## src/rtl/seven_seg_frame_renderer.sv

```systemverilog
// Renders DIGITS seven-segment glyphs as SSD1306 page bytes, page-major, one byte per accepted cycle.
// First byte is valid the edge after start is latched; outputs hold while ready_in is low.
module seven_seg_frame_renderer #(
  parameter int DIGITS  = 6,
  parameter int DIGIT_W = 21,
  parameter int PAGES   = 4,
  parameter int SEG_T   = 4,
  parameter int GAP     = 4
) (
  input  logic                                          clk_in,
  input  logic                                          reset_n_in,
  input  logic                                          start_in,
  input  logic [DIGITS*8-1:0]                           digits_in,
  output logic                                          busy_out,
  output logic [7:0]                                    data_out,
  output logic                                          valid_out,
  input  logic                                          ready_in,
  output logic                                          last_out,
  output logic [$clog2(PAGES)-1:0]                      page_out,
  output logic [$clog2(DIGITS*(DIGIT_W+GAP))-1:0]       column_out
);

  localparam int PITCH = DIGIT_W + GAP;
  localparam int COLS  = DIGITS * PITCH;
  localparam int H     = 8 * PAGES;
  localparam int HALF  = H / 2;
  localparam int G0    = HALF - SEG_T / 2;
  localparam int PW    = $clog2(PAGES);
  localparam int CW    = $clog2(COLS);
  localparam int XW    = $clog2(PITCH);
  localparam int DW    = (DIGITS > 1) ? $clog2(DIGITS) : 1;

  localparam logic [PW-1:0] PAGE_LAST = PW'(PAGES - 1);
  localparam logic [CW-1:0] COL_LAST  = CW'(COLS - 1);
  localparam logic [XW-1:0] X_LAST    = XW'(PITCH - 1);

  localparam logic [0:0] IDLE = 1'b0;
  localparam logic [0:0] RUN  = 1'b1;

  if (!(DIGIT_W >= 2*SEG_T+1 && PAGES >= 2 && GAP >= SEG_T && SEG_T >= 1)) begin : g_bad_params
    $error("seven_seg_frame_renderer: illegal parameter combination");
  end

  logic [0:0]          state_q, state_d;
  logic [PW-1:0]       page_q, page_d;
  logic [CW-1:0]       col_q, col_d;
  logic [XW-1:0]       x_q, x_d;
  logic [DW-1:0]       dig_q, dig_d;
  logic [DIGITS*8-1:0] digits_q, digits_d;
  logic [7:0]          cur_seg;
  logic [7:0]          pix_byte;
  logic                run;
  logic                last;

  // x is the column within the digit cell, y the absolute row; segments are {dp,g,f,e,d,c,b,a}
  function automatic logic pixel_on(input logic [7:0] s, input int x, input int y);
    logic hx, lx, rx, px;
    hx = (x >= SEG_T) && (x <= DIGIT_W - SEG_T - 1);
    lx = (x <= SEG_T - 1);
    rx = (x >= DIGIT_W - SEG_T) && (x <= DIGIT_W - 1);
    px = (x >= DIGIT_W) && (x <= DIGIT_W + SEG_T - 1);
    return (s[0] && hx && (y <= SEG_T - 1))
        || (s[6] && hx && (y >= G0) && (y <= G0 + SEG_T - 1))
        || (s[3] && hx && (y >= H - SEG_T))
        || (s[5] && lx && (y <= HALF - 1))
        || (s[4] && lx && (y >= HALF))
        || (s[1] && rx && (y <= HALF - 1))
        || (s[2] && rx && (y >= HALF))
        || (s[7] && px && (y >= H - SEG_T));
  endfunction

  assign run  = (state_q == RUN);
  assign last = run && (page_q == PAGE_LAST) && (col_q == COL_LAST);

  always_comb begin
    cur_seg = '0;
    for (int k = 0; k < DIGITS; k++) begin
      if (dig_q == DW'(k)) cur_seg = digits_q[8*k +: 8];
    end
  end

  always_comb begin
    pix_byte = '0;
    for (int b = 0; b < 8; b++) begin
      pix_byte[b] = pixel_on(cur_seg, 32'(x_q), 32'(page_q) * 8 + b);
    end
  end

  always_comb begin
    state_d  = state_q;
    page_d   = page_q;
    col_d    = col_q;
    x_d      = x_q;
    dig_d    = dig_q;
    digits_d = digits_q;
    case (state_q)
      IDLE: begin
        if (start_in) begin
          state_d  = RUN;
          digits_d = digits_in;
          page_d   = '0;
          col_d    = '0;
          x_d      = '0;
          dig_d    = '0;
        end
      end
      RUN: begin
        if (ready_in) begin
          if (last) begin
            state_d = IDLE;
            page_d  = '0;
            col_d   = '0;
            x_d     = '0;
            dig_d   = '0;
          end else if (col_q == COL_LAST) begin
            col_d  = '0;
            x_d    = '0;
            dig_d  = '0;
            page_d = page_q + PW'(1);
          end else begin
            col_d = col_q + CW'(1);
            if (x_q == X_LAST) begin
              x_d   = '0;
              dig_d = dig_q + DW'(1);
            end else begin
              x_d = x_q + XW'(1);
            end
          end
        end
      end
      default: state_d = IDLE;
    endcase
  end

  always_ff @(posedge clk_in or negedge reset_n_in) begin
    if (!reset_n_in) begin
      state_q  <= IDLE;
      page_q   <= '0;
      col_q    <= '0;
      x_q      <= '0;
      dig_q    <= '0;
      digits_q <= '0;
    end else begin
      state_q  <= state_d;
      page_q   <= page_d;
      col_q    <= col_d;
      x_q      <= x_d;
      dig_q    <= dig_d;
      digits_q <= digits_d;
    end
  end

  assign busy_out   = run;
  assign valid_out  = run;
  assign last_out   = last;
  assign data_out   = run ? pix_byte : 8'h00;
  assign page_out   = page_q;
  assign column_out = col_q;

endmodule
```

## config.mk

```make
export PLATFORM = sky130hd
export DESIGN_NAME = seven_seg_frame_renderer
export DESIGN_NICKNAME = d
export VERILOG_FILES = /design/src/rtl/seven_seg_frame_renderer.sv
export SDC_FILE = /design/constraint.sdc
export NUM_CORES = 1
export LEC_CHECK = 0
export BUFFER_PORTS_ARGS = -buffer_cell sky130_fd_sc_hd__buf_2
export CORE_MARGIN = 2
export CORE_UTILIZATION = 45
export DETAILED_ROUTE_END_ITERATION = 16
export GPL_ROUTABILITY_DRIVEN = 0
export PLACE_DENSITY = 0.67
export SLEW_MARGIN = 40
export SYNTH_ARGS = -nofsm -noshare
export SYNTH_HDL_FRONTEND = slang
export SYNTH_SLANG_ARGS = --single-unit
export TNS_END_PERCENT = 1
```

## constraint.sdc

```tcl
create_clock -name clk_in -period 7.55 [get_ports clk_in]
set_input_delay 1.51 -clock clk_in [delete_from_list [all_inputs] [get_ports clk_in]]
set_output_delay 1.51 -clock clk_in [all_outputs]
set_load 0.01 [all_outputs]
```

Word level (Yosys, flattened, before mapping)
Index checks and enable logic that the tools add are counted.
{"block": "classes", "magnitude_cmp": 55, "n_mux": 33, "reduce_logical": 146, "n_addsub": 11, "n_eq_ne": 12, "bitwise": 1}
{"op": "2-to-1 mux 8 bit", "n": 11}
{"op": "logical AND 1 bit", "n": 85}
{"op": "greater-or-equal comparator 6 x 5 -> 1 bit, second input constant", "n": 14}
{"op": "logical OR 1 bit", "n": 56}
{"op": "greater-or-equal comparator 6 x 4 -> 1 bit, second input constant", "n": 7}
{"op": "less-or-equal comparator 6 x 2 -> 1 bit, second input constant", "n": 7}
{"op": "less-or-equal comparator 6 x 4 -> 1 bit, second input constant", "n": 7}
{"op": "less-or-equal comparator 6 x 5 -> 1 bit, second input constant", "n": 7}
{"op": "2-to-1 mux 5 bit", "n": 5}
{"op": "adder 5 x 3 -> 6 bit, second input constant", "n": 4}
{"op": "greater-or-equal comparator 5 bit, second input constant", "n": 4}
{"op": "less-or-equal comparator 5 bit, second input constant", "n": 4}
{"op": "one-hot mux 8 bit (2 select lines)", "n": 1}
{"op": "2-to-1 mux 3 bit", "n": 5}
{"op": "adder 5 x 2 -> 6 bit, second input constant", "n": 2}
{"op": "less-or-equal comparator 5 x 2 -> 1 bit, second input constant", "n": 2}
{"op": "one-hot mux 5 bit (2 select lines)", "n": 1}
{"op": "adder 8 x 1 -> 8 bit, second input constant", "n": 1}
{"op": "== test 8 bit, second input constant", "n": 1}
{"op": "2-to-1 mux 2 bit", "n": 4}
{"op": "adder 5 x 1 -> 6 bit, second input constant", "n": 1}
{"op": "== test 3 x 2 -> 1 bit, second input constant", "n": 2}
{"op": "== test 3 bit, second input constant", "n": 2}
{"op": "one-hot mux 3 bit (2 select lines)", "n": 1}
{"op": "other kinds (19)", "n": 24}
{"block": "totals", "out_inout_bits": 21, "elab_cells": 264, "register_bits": 67, "inputBits": 52}

Depth between registers and ports, before layout
{"block": "logic_depth", "depth_word": 18, "ltp_mapped": 11, "ltp_nobuf": 8}

Worst setup path after synthesis
Ideal clock, no wire load.
{"block": "synth_path", "path_kind": "reg-to-output", "startpoint": "register dig_q[0]", "endpoint": "output data_out[5]", "stages_incl_launch_ff": 12, "path_slack_ps": 3872, "t_required_ps": 6040, "t_arrival_ps": 2168, "n_path_buf": 3, "cell_sequence": "dfrtp_1 ha_1 ha_1 buf_6 or2_1 buf_6 a221oi_1 o221ai_1 nand2_1 mux2_2 o21a_1 buf_4"}
{"block": "synth_via", "elab_chain_cells": 18, "word_cells_on_any_way": 37, "cone_classes": "5 x eq/ne; 7 x mux; 25 x reduce/logical"}
{"element": "start: declaration", "line_no": "48", "text": "logic [DW-1:0] dig_q, dig_d;"}
{"element": "start signal: assignment", "line_no": "148", "text": "dig_q <= dig_d;"}
{"element": "logical NOT 3 bit", "line_no": "78", "text": "if (dig_q == DW'(k)) cur_seg = digits_q[8*k +: 8];"}
{"element": "2-to-1 mux 8 bit (5 in series)", "line_no": "78"}
{"element": "2-to-1 mux 8 bit *", "line_no": "78"}
{"element": "logical AND 1 bit (3 in series)", "line_no": "63", "text": "|| (s[6] && hx && (y >= G0) && (y <= G0 + SEG_T - 1))"}
{"element": "logical OR 1 bit", "line_no": "63"}
{"element": "logical OR 1 bit", "line_no": "64", "text": "|| (s[3] && hx && (y >= H - SEG_T))"}
{"element": "logical OR 1 bit", "line_no": "65", "text": "|| (s[5] && lx && (y <= HALF - 1))"}
{"element": "logical OR 1 bit", "line_no": "66", "text": "|| (s[4] && lx && (y >= HALF))"}
{"element": "logical OR 1 bit", "line_no": "67", "text": "|| (s[1] && rx && (y <= HALF - 1))"}
{"element": "logical OR 1 bit", "line_no": "68", "text": "|| (s[2] && rx && (y >= HALF))"}
{"element": "logical OR 1 bit *", "line_no": "69", "text": "|| (s[7] && px && (y >= H - SEG_T));"}
{"element": "2-to-1 mux 8 bit *", "line_no": "156", "text": "assign data_out = run ? pix_byte : 8'h00;"}
{"element": "end: declaration", "line_no": "15", "text": "output logic [7:0] data_out,"}
Mark *: on every way between the ends. The rest lies on a longest branch, timed or not.

Final worst setup path
{"block": "layout_path", "startpoint": "register dig_q[0]", "endpoint": "output data_out[1]"}
Same word-level chain as after synthesis.

==> impl_metrics.py <==
metrics = {
    "detailed_routing": {
        "antenna_left": 0,
        "wl_per_cell_um": 16.1,
        "dr.pass1.iters": 4,
        "detail_route.vias_per_cell": 5.41,
        "vias": 2835,
        "drtIter0Drc": 147,
        "drc_errors": 0,
        "wl_mm": 8.45,
    },
    "synth": {
        "netlist_area_um2": 3670,
        "yosys.area.top_type": "dfrtp_1",
        "syn_area_per_cell_um2": 10.4,
        "async_reset_ff_share_pct": 100,
        "synth_edf_count": 0,
        "synth_fp_nets": 418,
        "yosysUniqueCellTypes": 48,
        "synth-seq-area-share_pct": 45.7,
        "synth_warnings": 0,
        "syn_inst": 352,
        "synthTopCellsByArea": "dfrtp_1 46%, mux2_2 13%, ha_1 4.8%",
        "synth_top_cell_area_share_pct": 45.7,
        "ys_ff_latch": 67,
        "ys.flop_type": "dfrtp_1",
    },
    "layout": {
        "nets": 483,
        "area_delta_synth_final_pct": 17.1,
        "n_antenna_cell": 0,
        "drive_above_1_share_pct": 33.6,
        "final_cells": 524,
    },
    "critical_path": {
        "required_ns": 6.04,
        "slowest_delay_ns": 0.51,
        "cp-end-kind": "output port",
        "path_cells": "inv_1 > ha_1 > nand3b_1 > a2bb2oi_1 > o211ai_1 > nand2_1 > o221ai_1 > nand2_1 > buf_2",
        "setup.worst_path.class": "flip-flop to output port",
        "path_max_fanout": 15,
        "cpMostUsedCell": "nand2_1",
        "cpMaxStageDelayCell": "ha_1",
        "crit_path_start_kind": "flip-flop",
        "arrival_ns": 2.87,
    },
    "floorplan": {
        "dieHeight_um": 94.3,
        "start_util_pct": 47.0,
        "row_count": 32,
        "chipWidth_um": 94.3,
        "core_region_area_um2": 7810,
        "die_area_um2": 8880,
        "io_pins": 73,
    },
    "grt": {
        "grt_max_degree": 68,
        "antenna_found_initial": 0,
        "grt_pass1_vias": 2823,
        "grt_usage_pct": 20.6,
        "grt.overflow.total": 0,
        "grt_pass1_wl_mm": 13.9,
    },
    "clock_tree": {
        "cts_tree": "built",
        "clkTransAtPathRegs_ns": 0.07,
        "holdBufCountCts": 0,
        "clk_latency_ns": 0.35,
        "clock_sinks": 67,
        "cts_buffers": 9,
        "htreeDepth": 3,
        "post-cts-setup-buffers": 0,
        "cts_root_buf": "clkbuf_8",
        "cts_buffer_depth": 2,
        "ctsResizeCount": 0,
    },
    "timing": {
        "min_period_ns": 4.38,
        "final_max_slew_viol_count": 0,
        "finalHoldViolations": 0,
        "max_clock_freq_ghz": 0.228,
        "fin_worst_skew_ns": 0.00395,
        "rsz0062_at_grt": "false",
        "tightest_slew_ns": 0.663,
        "setup_viol": 0,
        "fin_tns_setup_ns": 0,
        "post-route-period-util_pct": 58.0,
        "fin_hold_ws_ns": 0.512,
        "maxSlewHeadroom_pct": 55.8,
        "setup_ws_ns": 3.17,
    },
    "pwr": {
        "seqPwrFrac_pct": 38.4,
        "power.density_nw_per_um2": 367,
        "clkPwrFrac_pct": 23.5,
        "switching_power_mw": 0.583,
        "leakage_nw": 2.02,
        "p_sw_share_pct": 37.0,
        "intPower_mw": 0.994,
        "ir_drop_mv": 0.166,
        "pwr-share-comb_pct": 38.2,
    },
    "run_status": {
        "outcome": "finished clean",
    },
    "placement": {
        "place_inst": 508,
        "dpl.hpwl_mm": 6.09,
        "portBuffers": 72,
        "place_ws_ns": 3.45,
    },
    "flow_run": {
        "cap_violations": 0,
    },
    "min_path": {
        "min_path_type": "flip-flop to flip-flop",
    },
}
[power groups by stage]
stage               registers [mW]  logic [mW]  clock network [mW]
CTS                          0.605       0.602               0.376
finish                       0.605       0.602               0.370
global placement             0.607       0.585                   0
detailed placement           0.611       0.599                   0
floorplan                    0.570       0.489                   0
global route                 0.627       0.673               0.392
[metal layers]
layer	GRT usage, %	vias up	wire (µm)	share of wire (%)
li1	-	1384	-	-
met1	28.4	1358	3990	47
met2	31.8	79	3900	46
met3	3.61	14	362	4.3
met4	8.82	0	196	2.3
met5	0	-	0	0
[final cells by class]
type / instances / area, µm²
Clock buffer: 9 / 124
Clock inverter: 7 / 124
Fill cell: 716 / 3510
Inverter: 22 / 82.6
Multi-Input combinational cell: 242 / 1780
Sequential cell: 67 / 1680
Tap cell: 102 / 128
Timing Repair Buffer: 75 / 384
[cell usage in the layout (no fill, tap or decap), drive strengths merged, types with 9 or more instances in the layout]
| cell type | synthesis | final |
|---|---|---|
| mux2 | 43 | 43 |
| buf | 15 | 75 |
| a21oi | 16 | 16 |
| o21ai | 30 | 30 |
| clkbuf | 6 | 9 |
| inv | 22 | 24 |
| nand2 | 43 | 43 |
| nand3 | 10 | 10 |
| dfrtp | 67 | 67 |
| ha | 14 | 14 |
[synthesized netlist by cell type, types with 2 or more instances]
library cell   n
a21o_1         5
a21oi_1       16
a221oi_1       5
a2bb2oi_1      3
a31oi_1        2
and3_1         4
buf_2          7
buf_4          4
buf_6          4
clkbuf_1       4
clkbuf_8       2
dfrtp_1       67
ha_1          14
inv_1         22
mux2_2        43
mux2i_1        2
nand2_1       43
nand2b_1       4
nand3_1        9
nand3b_1       8
nor2_1         8
nor3_1         4
nor3b_1        7
nor4b_1        2
o211ai_1       3
o21a_1         4
o21ai_0       28
o221ai_1       6
o22ai_1        2
or2_1          2
[registers in the layout (all words and copies together) (netlist names)]
| name | count |
|---|---|
| digits_q | 48 |
| column_out | 8 |
| x_q | 5 |
| dig_q | 3 |
| page_out | 2 |
| busy_out | 1 |
[per-stage QoR]
step / cell area [µm²] / power, mW / util [%]
3_3_place_gp: 4020 / 1.19 / 51.5
3_5_place_dp: 4030 / 1.21 / 51.7
5_1_grt: 4290 / 1.69 / 55.0
2_1_floorplan: 3670 / 1.06 / -
6_report: 4290 / 1.58 / 55.0
4_1_cts: 4280 / 1.58 / 54.8
[worst max-delay path: cells and delay by family, from the launching register on]
| kind | cells | cell delay, ns |
|---|---|---|
| compound gates | 3 | 0.87 |
| fa+ha+maj | 1 | 0.51 |
| flops | 1 | 0.43 |
| simple gates | 3 | 0.43 |
| buf+inv | 2 | 0.27 |
[worst paths after layout]
| path | from | slack [ns] | cells after the start | end |
|---|---|---|---|---|
| max | dig_q[0]$_DFFE_PN0P_ | 3.17 | 9 | data_out[1] |
| min | digits_q[3]$_DFFE_PN0P_ | 0.51 | 1 | digits_q[3]$_DFFE_PN0P_ |
| max reg2reg | busy_out$_DFF_PN0_ | 5.13 | 6 | column_out[5]$_DFFE_PN0P_ |
| min reg2reg | digits_q[3]$_DFFE_PN0P_ | 0.51 | 1 | digits_q[3]$_DFFE_PN0P_ |
| max in group asynchronous | reset_n_in | 5.87 | 2 | digits_q[40]$_DFFE_PN0P_ |
| min in group asynchronous | reset_n_in | 1.24 | 2 | digits_q[30]$_DFFE_PN0P_ |
[logic make-up (layout without fill, tap and decap cells)]
kind of cell             after synthesis  in the layout  synth area share, %
AO/OA/AOI/OAI                         84             84                 15.2
multiplexers                          45             45                 13.8
buffers and inverters                 43            113                 6.42
flip-flops                            67             67                 45.7
adder cells (fa/ha/maj)               14             14                 4.78
XOR/XNOR                               1              1                0.239
AND/OR/NAND/NOR                       98             98                 13.9
(Power assumes the default switching activity.)
